==> src/rtl/debounce_pkg.sv <==
// ---------------------------------------------------------------------------
// debounce_pkg
//
// Shared definitions for the two-channel switch debouncer:
//   - state_e               : per-channel filter state (STABLE / PENDING)
//   - DEFAULT_DEBOUNCE_CYCLES: 10 ms of stability at a 100 MHz clock
//   - cnt_width()           : width of a counter that must hold the values
//                             0 .. cycles, never less than one bit
// ---------------------------------------------------------------------------
package debounce_pkg;

  // STABLE : synchronised input matches the output, counter parked at 0.
  // PENDING: synchronised input differs, counter tracks how long it has.
  typedef enum logic {
    ST_STABLE  = 1'b0,
    ST_PENDING = 1'b1
  } state_e;

  localparam int DEFAULT_DEBOUNCE_CYCLES = 1000000;

  // Width needed to count up to 'cycles'. Clamped to one bit so a
  // DEBOUNCE_CYCLES of 1 still yields a legal vector.
  function automatic int cnt_width(input int cycles);
    if (cycles < 1) begin
      return 1;
    end
    return (cycles + 1 <= 2) ? 1 : $clog2(cycles + 1);
  endfunction

endpackage : debounce_pkg

==> src/rtl/debounce_channel.sv <==
// ---------------------------------------------------------------------------
// debounce_channel
//
// One channel of the switch conditioner. A raw asynchronous input is brought
// into the clk domain through two flops, then a stability counter decides
// when the clean output may follow it. The output only changes after the
// synchronised input has differed from it on DEBOUNCE_CYCLES consecutive
// edges; any return to the current output level throws the count away.
// A registered one-cycle pulse marks every output change.
//
// Parameters:
//   DEBOUNCE_CYCLES - consecutive differing cycles needed to commit (>= 1)
//   CNT_W           - counter width, derived from DEBOUNCE_CYCLES
//
// Ports:
//   clk  - clock, all state updates on the rising edge
//   rst  - synchronous active-high reset
//   din  - raw asynchronous input
//   dout - debounced level (registered)
//   rise - one-cycle pulse on dout 0->1
//   fall - one-cycle pulse on dout 1->0
// ---------------------------------------------------------------------------
module debounce_channel
  import debounce_pkg::*;
#(
  parameter int DEBOUNCE_CYCLES = DEFAULT_DEBOUNCE_CYCLES,
  parameter int CNT_W           = cnt_width(DEBOUNCE_CYCLES)
) (
  input  logic clk,
  input  logic rst,
  input  logic din,
  output logic dout,
  output logic rise,
  output logic fall
);

  // Last count value before a commit; reaching it with the input still
  // differing means this edge is the DEBOUNCE_CYCLES-th differing edge.
  localparam logic [CNT_W-1:0] CNT_LAST = CNT_W'(DEBOUNCE_CYCLES - 1);
  localparam logic [CNT_W-1:0] CNT_ONE  = CNT_W'(1);

  // Synchroniser pair: kept adjacent and free of logic in between so the
  // first stage has a full cycle to resolve metastability.
  (* ASYNC_REG = "TRUE" *) logic meta_q;
  (* ASYNC_REG = "TRUE" *) logic sync_q;
  logic meta_d;
  logic sync_d;

  state_e           state_q;
  state_e           state_d;
  logic [CNT_W-1:0] cnt_q;
  logic [CNT_W-1:0] cnt_d;
  logic             out_q;
  logic             out_d;
  logic             rise_q;
  logic             rise_d;
  logic             fall_q;
  logic             fall_d;
  logic             commit;

  // Next-state logic for the synchroniser, the stability FSM, the output
  // register and the edge pulses. Pulses default low so they only ever
  // last the single cycle following a commit.
  always_comb begin
    meta_d  = din;
    sync_d  = meta_q;
    state_d = state_q;
    cnt_d   = cnt_q;
    out_d   = out_q;
    rise_d  = 1'b0;
    fall_d  = 1'b0;
    commit  = 1'b0;

    case (state_q)
      ST_STABLE: begin
        cnt_d = '0;
        if (sync_q != out_q) begin
          // With a one-cycle window the first differing edge is already
          // the whole window, so there is nothing to wait for.
          if (DEBOUNCE_CYCLES == 1) begin
            commit = 1'b1;
          end else begin
            state_d = ST_PENDING;
            cnt_d   = CNT_ONE;
          end
        end
      end

      ST_PENDING: begin
        if (sync_q == out_q) begin
          // Input bounced back before the window closed: discard it.
          state_d = ST_STABLE;
          cnt_d   = '0;
        end else if (cnt_q == CNT_LAST) begin
          commit = 1'b1;
        end else begin
          cnt_d = cnt_q + CNT_ONE;
        end
      end

      default: begin
        state_d = ST_STABLE;
        cnt_d   = '0;
      end
    endcase

    if (commit) begin
      out_d   = sync_q;
      cnt_d   = '0;
      state_d = ST_STABLE;
      rise_d  = sync_q;
      fall_d  = ~sync_q;
    end
  end

  // State register. Reset wins over everything, including a commit that
  // lands on the same edge, so that pulse is simply dropped.
  always_ff @(posedge clk) begin
    if (rst) begin
      meta_q  <= 1'b0;
      sync_q  <= 1'b0;
      state_q <= ST_STABLE;
      cnt_q   <= '0;
      out_q   <= 1'b0;
      rise_q  <= 1'b0;
      fall_q  <= 1'b0;
    end else begin
      meta_q  <= meta_d;
      sync_q  <= sync_d;
      state_q <= state_d;
      cnt_q   <= cnt_d;
      out_q   <= out_d;
      rise_q  <= rise_d;
      fall_q  <= fall_d;
    end
  end

  assign dout = out_q;
  assign rise = rise_q;
  assign fall = fall_q;

endmodule : debounce_channel

==> src/rtl/switch_debounce_2ch.sv <==
// ---------------------------------------------------------------------------
// switch_debounce_2ch
//
// Two independent debounced inputs feeding the in1/in2 operands of the
// downstream combinational stage. Each channel is a complete
// debounce_channel; nothing is shared between them, so events on both
// inputs are filtered independently and may commit on the same edge.
//
// Parameters:
//   DEBOUNCE_CYCLES - consecutive stable cycles before an output follows
//   CNT_W           - counter width, derived from DEBOUNCE_CYCLES
//
// Ports:
//   clk         - clock
//   rst         - synchronous active-high reset
//   in1, in2    - raw asynchronous switch/button inputs
//   out1, out2  - debounced levels
//   rise1/rise2 - one-cycle pulse on the matching output rising
//   fall1/fall2 - one-cycle pulse on the matching output falling
// ---------------------------------------------------------------------------
module switch_debounce_2ch
  import debounce_pkg::*;
#(
  parameter int DEBOUNCE_CYCLES = DEFAULT_DEBOUNCE_CYCLES,
  parameter int CNT_W           = cnt_width(DEBOUNCE_CYCLES)
) (
  input  logic clk,
  input  logic rst,
  input  logic in1,
  input  logic in2,
  output logic out1,
  output logic out2,
  output logic rise1,
  output logic rise2,
  output logic fall1,
  output logic fall2
);

  debounce_channel #(
    .DEBOUNCE_CYCLES (DEBOUNCE_CYCLES),
    .CNT_W           (CNT_W)
  ) u_ch1 (
    .clk  (clk),
    .rst  (rst),
    .din  (in1),
    .dout (out1),
    .rise (rise1),
    .fall (fall1)
  );

  debounce_channel #(
    .DEBOUNCE_CYCLES (DEBOUNCE_CYCLES),
    .CNT_W           (CNT_W)
  ) u_ch2 (
    .clk  (clk),
    .rst  (rst),
    .din  (in2),
    .dout (out2),
    .rise (rise2),
    .fall (fall2)
  );

endmodule : switch_debounce_2ch

==> config.mk <==
export PLATFORM = sky130hd
export DESIGN_NAME = switch_debounce_2ch
export DESIGN_NICKNAME = d
export VERILOG_FILES = /design/src/rtl/debounce_pkg.sv /design/src/rtl/debounce_channel.sv /design/src/rtl/switch_debounce_2ch.sv
export SDC_FILE = /design/constraint.sdc
export NUM_CORES = 1
export LEC_CHECK = 0
export BUFFER_PORTS_ARGS = -buffer_cell sky130_fd_sc_hd__buf_2
export CAP_MARGIN = 40
export CORE_ASPECT_RATIO = 1.1
export CORE_UTILIZATION = 54
export CTS_CLUSTER_SIZE = 40
export DETAILED_ROUTE_END_ITERATION = 16
export GPL_TIMING_DRIVEN = 0
export PLACE_DENSITY_LB_ADDON = 0.3
export SYNTH_ARGS = -nofsm -noshare
export SYNTH_HDL_FRONTEND = slang
export SYNTH_SLANG_ARGS = --single-unit
==> constraint.sdc <==
create_clock -name clk -period 2.3 [get_ports clk]
set_clock_uncertainty 0.05 [all_clocks]
set_input_delay 0 -clock clk [delete_from_list [all_inputs] [get_ports clk]]
set_output_delay 0 -clock clk [all_outputs]
set_load 0.02 [all_outputs]
======== Word-level counts from Yosys, hierarchy flattened ========
Cells that the tools add are included.
storage, ports and cells
  logic and storage cells ................. 54
  input port bits ......................... 4
  register bits ........................... 52
  output and inout port bits .............. 6
operators by class
  bitwise logic cells ..................... 6
  equal/unequal tests ..................... 8
  reductions and logical operators ........ 4
  add/sub/neg operators ................... 2
  mux-type cells .......................... 20
operator list
  operator                                        number
  two-way mux 20 bit                              4
  case mux 20 bit (2 select lines)                2
  adder 20 x 1 -> 20 bit (second input constant)  2
  == test 20 bit (second input constant)          2
  two-way mux 1 bit                               12
  OR reduction 2 bit                              4
  inequality test 3 bit (second input constant)   2
  inverter 1 bit                                  6
  case mux 1 bit (2 select lines)                 2
  == test 1 bit                                   2
  inequality test 1 bit                           2

======== Depth between registers and ports, before layout ========
  word-level depth ........................ 6
  mapped depth ............................ 6
  gate-level depth less buffers ........... 5

======== Cells and area by module ========
Synthesis repeated with hierarchy kept, for this count alone.
second synthesis, totals
  cell total of the unflattened synthesis .. 236
  area, all modules ....................... 2252.2 sq um
modules (own cells, without submodules)
  module            cells each  seq. area each (sq um)  area an instance (sq um)  times used
  debounce_channel  118         520.5                   1126.1                    2

======== Least setup slack after synthesis ========
No wires, ideal clock.
  path type ............................... register -> register
  from .................................... register u_ch1.cnt_q[10]
  to ...................................... register u_ch1.cnt_q[1]
  stages on the path, launching flop included .. 5
  setup time .............................. 0.115 ns
  period minus slack after synthesis ...... 2.145 ns
  data required time ...................... 2.135 ns
  setup slack ............................. 0.155 ns
  arrival time ............................ 1.980 ns
  path buffers ............................ 0
  cell sequence ........................... dfxtp_1 -> or4b_1 -> or4_4 -> or4_4 -> and3_1
between the ends
  cells in the longest elaborated chain, start to end .. 5
  elaborated cells between the ends (all ways) .. 6
  classes of those cells .................. 2 x eq/ne; 3 x mux; 1 x reduce/logical
ends and longest elaborated chain
  item                                 line                     RTL
  start: declaration                   debounce_channel.sv:51   logic [CNT_W-1:0] cnt_q;
  start signal: assignment             debounce_channel.sv:131  cnt_q <= cnt_d;
  == test 20 bit *                     debounce_channel.sv:94   end else if (cnt_q == CNT_LAST) begin
  two-way mux 1 bit                    debounce_channel.sv:94
  two-way mux 1 bit                    debounce_channel.sv:90   if (sync_q == out_q) begin
  two-way mux 1 bit                    debounce_channel.sv:74   case (state_q)
  OR reduction 2 bit (no source line)  n/a
Mark *: on every way between the ends. The rest lies on a longest branch, timed or not.
A chain may end at the register's enable or synchronous reset.

======== Final worst setup path ========
  from .................................... register u_ch1.cnt_q[9]
  to ...................................... register u_ch1.cnt_q[1]
Same word-level chain as after synthesis.

==> flow_summary.yaml <==
sta:
  post-route-period-util_pct: 96.6
  finalSetupViolations: 0
  max_freq_mhz: 450
  hold_violations: 0
  rsz0062_at_grt: "false"
  setup_tns_ns: 0
  finalCriticalPeriod_ns: 2.22
  worstMarginPinSlew_ns: 0.580
  whs_ns: 0.394
  slew_headroom_pct: 60.9
  drv_slew: 0
worst_setup_path:
  crit_top_cell: "or4_4"
  critical_path.top_delay_family: "simple AND/OR/NAND/NOR gates"
  slowest_delay_ns: 0.54
  path_buf_inv: 0
  path_cells: "or4bb_1 > or4_4 > or4_4 > and3_1"
  critPathArrivalTime_ns: 2.38
  critPathMaxFanout: 5
  path_class: "register to register"
  startpoint_type: "register"
  endpoint_kind: "register"
  worst_path_max_delay_cell: "or4_4"
  cp.required_ns: 2.46
logic_synthesis:
  yosys_warnings: 0
  avgSynthCellArea_sq_um: 9.13
  syn_inst: 243
  synth_compound_gate_area_share_pct: 6.60
  synthAdderAreaFrac_pct: 1.13
  ys_types: 37
  synth-xor-area-share_pct: 12.6
  syn_area_sq_mm: 0.00222
  yosysSeqAreaShare_pct: 46.9
  synth_top_family_by_area: "simple AND/OR/NAND/NOR gates"
  synth_fp_nets: 249
  synth-simple-area-share_pct: 30.7
  synth-seq-cells: 52
  synthMuxAreaShare_pct: 0
cts:
  tritoncts: "done"
  insertion_delay_ns: 0.31
  clock_path_buffers: 2
  cts.htree.levels: 2
  clk_pin_slew_ns: 0.10
  clock-sinks: 52
  clockRootBuffer: "clkbuf_8"
  cts_buffers: 5
floorplan:
  die_w_um: 63.1
  initial_core_util_pct: 56.0
  pin_count: 10
  core_area_sq_mm: 0.00396
  rows: 24
  die_y_um: 69.2
  dieArea_sq_mm: 0.00437
global_routing:
  grt_pass1_wl_um: 7250
  grt_max_degree: 19
  antenna_found_initial: 0
  overflow: 0
  grt_usage_pct: 20.4
  grt_pass1_vias: 1671
pwr:
  internal-power_mw: 1.14
  vdd.ir_drop.worst_mv: 0.400
  p_clk_share_pct: 36.7
  p_switching_mw: 0.330
  p_leak_nw: 0.722
  power.density_mw_per_mm2: 584
  seqPwrFrac_pct: 61.8
  p_comb_share_pct: 1.4
  switching_share_pct: 22.4
detailed_routing:
  wl_um: 4140
  detail_route.wl_per_cell_um: 13.0
  viasPerCell: 5.55
  firstDrtPassIters: 4
  num_vias: 1764
  drc: 0
  drt_iter0_markers: 78
  ant_nets: 0
place:
  gp_congestion: 0.801
  portBuffers: 9
  dp_hpwl_um: 2860
finish:
  largest_registers: "u_ch1.cnt_q (20), u_ch2.cnt_q (20)"
  fin_nets: 271
  syn2layout_area_growth_pct: 13.3
  drive_gt1_share_pct: 12.0
  antennaDiodeCount: 0
  ff_latch_area_sq_mm: 0.00104
  multi_input_area_sq_mm: 0.00116
  num-fill-cells: 327
outcome:
  status: "finished clean"
min_path:
  hold_path.class: "register to register"
flow_run:
  cap_violations: 0
power by group through the flow:
stage,Clock [mW],Combinational [mW],Sequential (mW)
after global placement,0,0.0150,0.929
final,0.540,0.0212,0.908
after floorplan,0,0.00947,0.928
after global routing,0.595,0.0240,0.910
after detailed placement,0,0.0154,0.929
after CTS,0.555,0.0207,0.908
routing by layer:
metal | up-vias | track usage, % | wire (um)
li1 | 912 | - | -
met1 | 827 | 25.6 | 1910
met2 | 17 | 34.3 | 2080
met3 | 8 | 4.28 | 93
met4 | 0 | 7.49 | 54
met5 | - | 0 | 0
kinds of logic after synthesis:
logic type / after synthesis
flops: 52
fa+ha+maj: 2
xor+xnor: 32
buf+inv: 12
compound gates: 22
simple gates: 123
through the flow:
step	instance area (sq um)	setup WS, ns	total power, mW	util [%]	std cells
2_1_floorplan	2220	0.155	0.938	-	243
3_3_place_gp	2330	-0.114	0.944	58.8	304
3_5_place_dp	2330	-0.138	0.945	58.8	304
4_1_cts	2490	0.0174	1.48	62.8	316
5_1_grt	2510	0.00588	1.53	63.4	318
6_report	2510	0.0778	1.47	63.4	318
synthesized netlist by cell type:
cell type   n  area [sq um]
nand4bb_1   1          11.3
or4_4       2          22.5
and3_1      4          25.0
or4bb_1     1          11.3
dfxtp_1    52          1040
or4_1       4          30.0
nor4_1      7          43.8
nor2_1     34           128
xnor2_1    24           210
xor2_1      8          70.1
nor3b_1     2          15.0
o21ai_0     3          15.0
inv_1       8          30.0
nor3_1     12          60.1
or3_2       1          7.51
o31ai_2     1          12.5
nand3_1    15          75.1
or2_2       1          6.26
a2111oi_0   2          17.5
nand2_1     9          33.8
a31o_2      1          8.76
buf_2       1          5.00
a21oi_1     9          45.0
clkbuf_1    3          11.3
nand4b_1    1          8.76
and4_1      4          35.0
o31ai_1     4          30.0
or3b_2      1          8.76
nor2b_1     4          25.0
o21ai_2     1          8.76
or3_1       6          37.5
o41ai_1     1          8.76
and2_1      1          6.26
nand4_1    10          62.6
ha_1        2          25.0
or4b_1      1          10.0
nor4b_1     2          17.5
cells in the final DEF, fill, tap and decap left out, types with 2 or more instances in the layout:
cell type,n
a2111oi_0,2
a21oi_1,9
and3_1,4
and4_1,4
buf_2,10
buf_4,2
clkbuf_1,2
clkbuf_8,5
dfxtp_1,51
dlygate4sd3_1,4
inv_1,8
nand2_1,9
nand3_1,14
nand4_1,10
nor2_1,34
nor2b_1,4
nor3_1,12
nor3b_1,2
nor4_1,7
nor4b_1,2
o21ai_0,3
o31ai_1,4
or3_1,6
or4_1,4
or4_4,2
xnor2_1,24
xor2_1,8
final cells by class:
type | count | share of cell area (%)
clock buffer | 5 | 2.74
clock inverter | 3 | 1.09
sequential | 52 | 41.4
timing repair buffer | 15 | 3.98
buffer | 4 | 0.697
tap | 52 | 2.59
multi-input combinational | 179 | 46.3
inverter | 8 | 1.19
repair_timing:
action	CTS	global route
cloned	0	0
hold buffers	4	0
resized for setup	3	5
endpoints found under the setup margin	21	22
buffers inserted	0	2
hold endpoints to repair	5	0
pin swaps	0	2
worst paths after layout:
| path | start | to | slack, ns | depth (start not counted) |
|---|---|---|---|---|
| max | u_ch1.cnt_q[9] | u_ch1.cnt_q[1] | 0.08 | 4 |
| min | u_ch1.meta_q | u_ch1.sync_q | 0.39 | 1 |
| max reg2reg | u_ch1.cnt_q[9] | u_ch1.cnt_q[1] | 0.08 | 4 |
| min reg2reg | u_ch1.meta_q | u_ch1.sync_q | 0.39 | 1 |
Note: power is estimated with default switching activity, not from simulation.
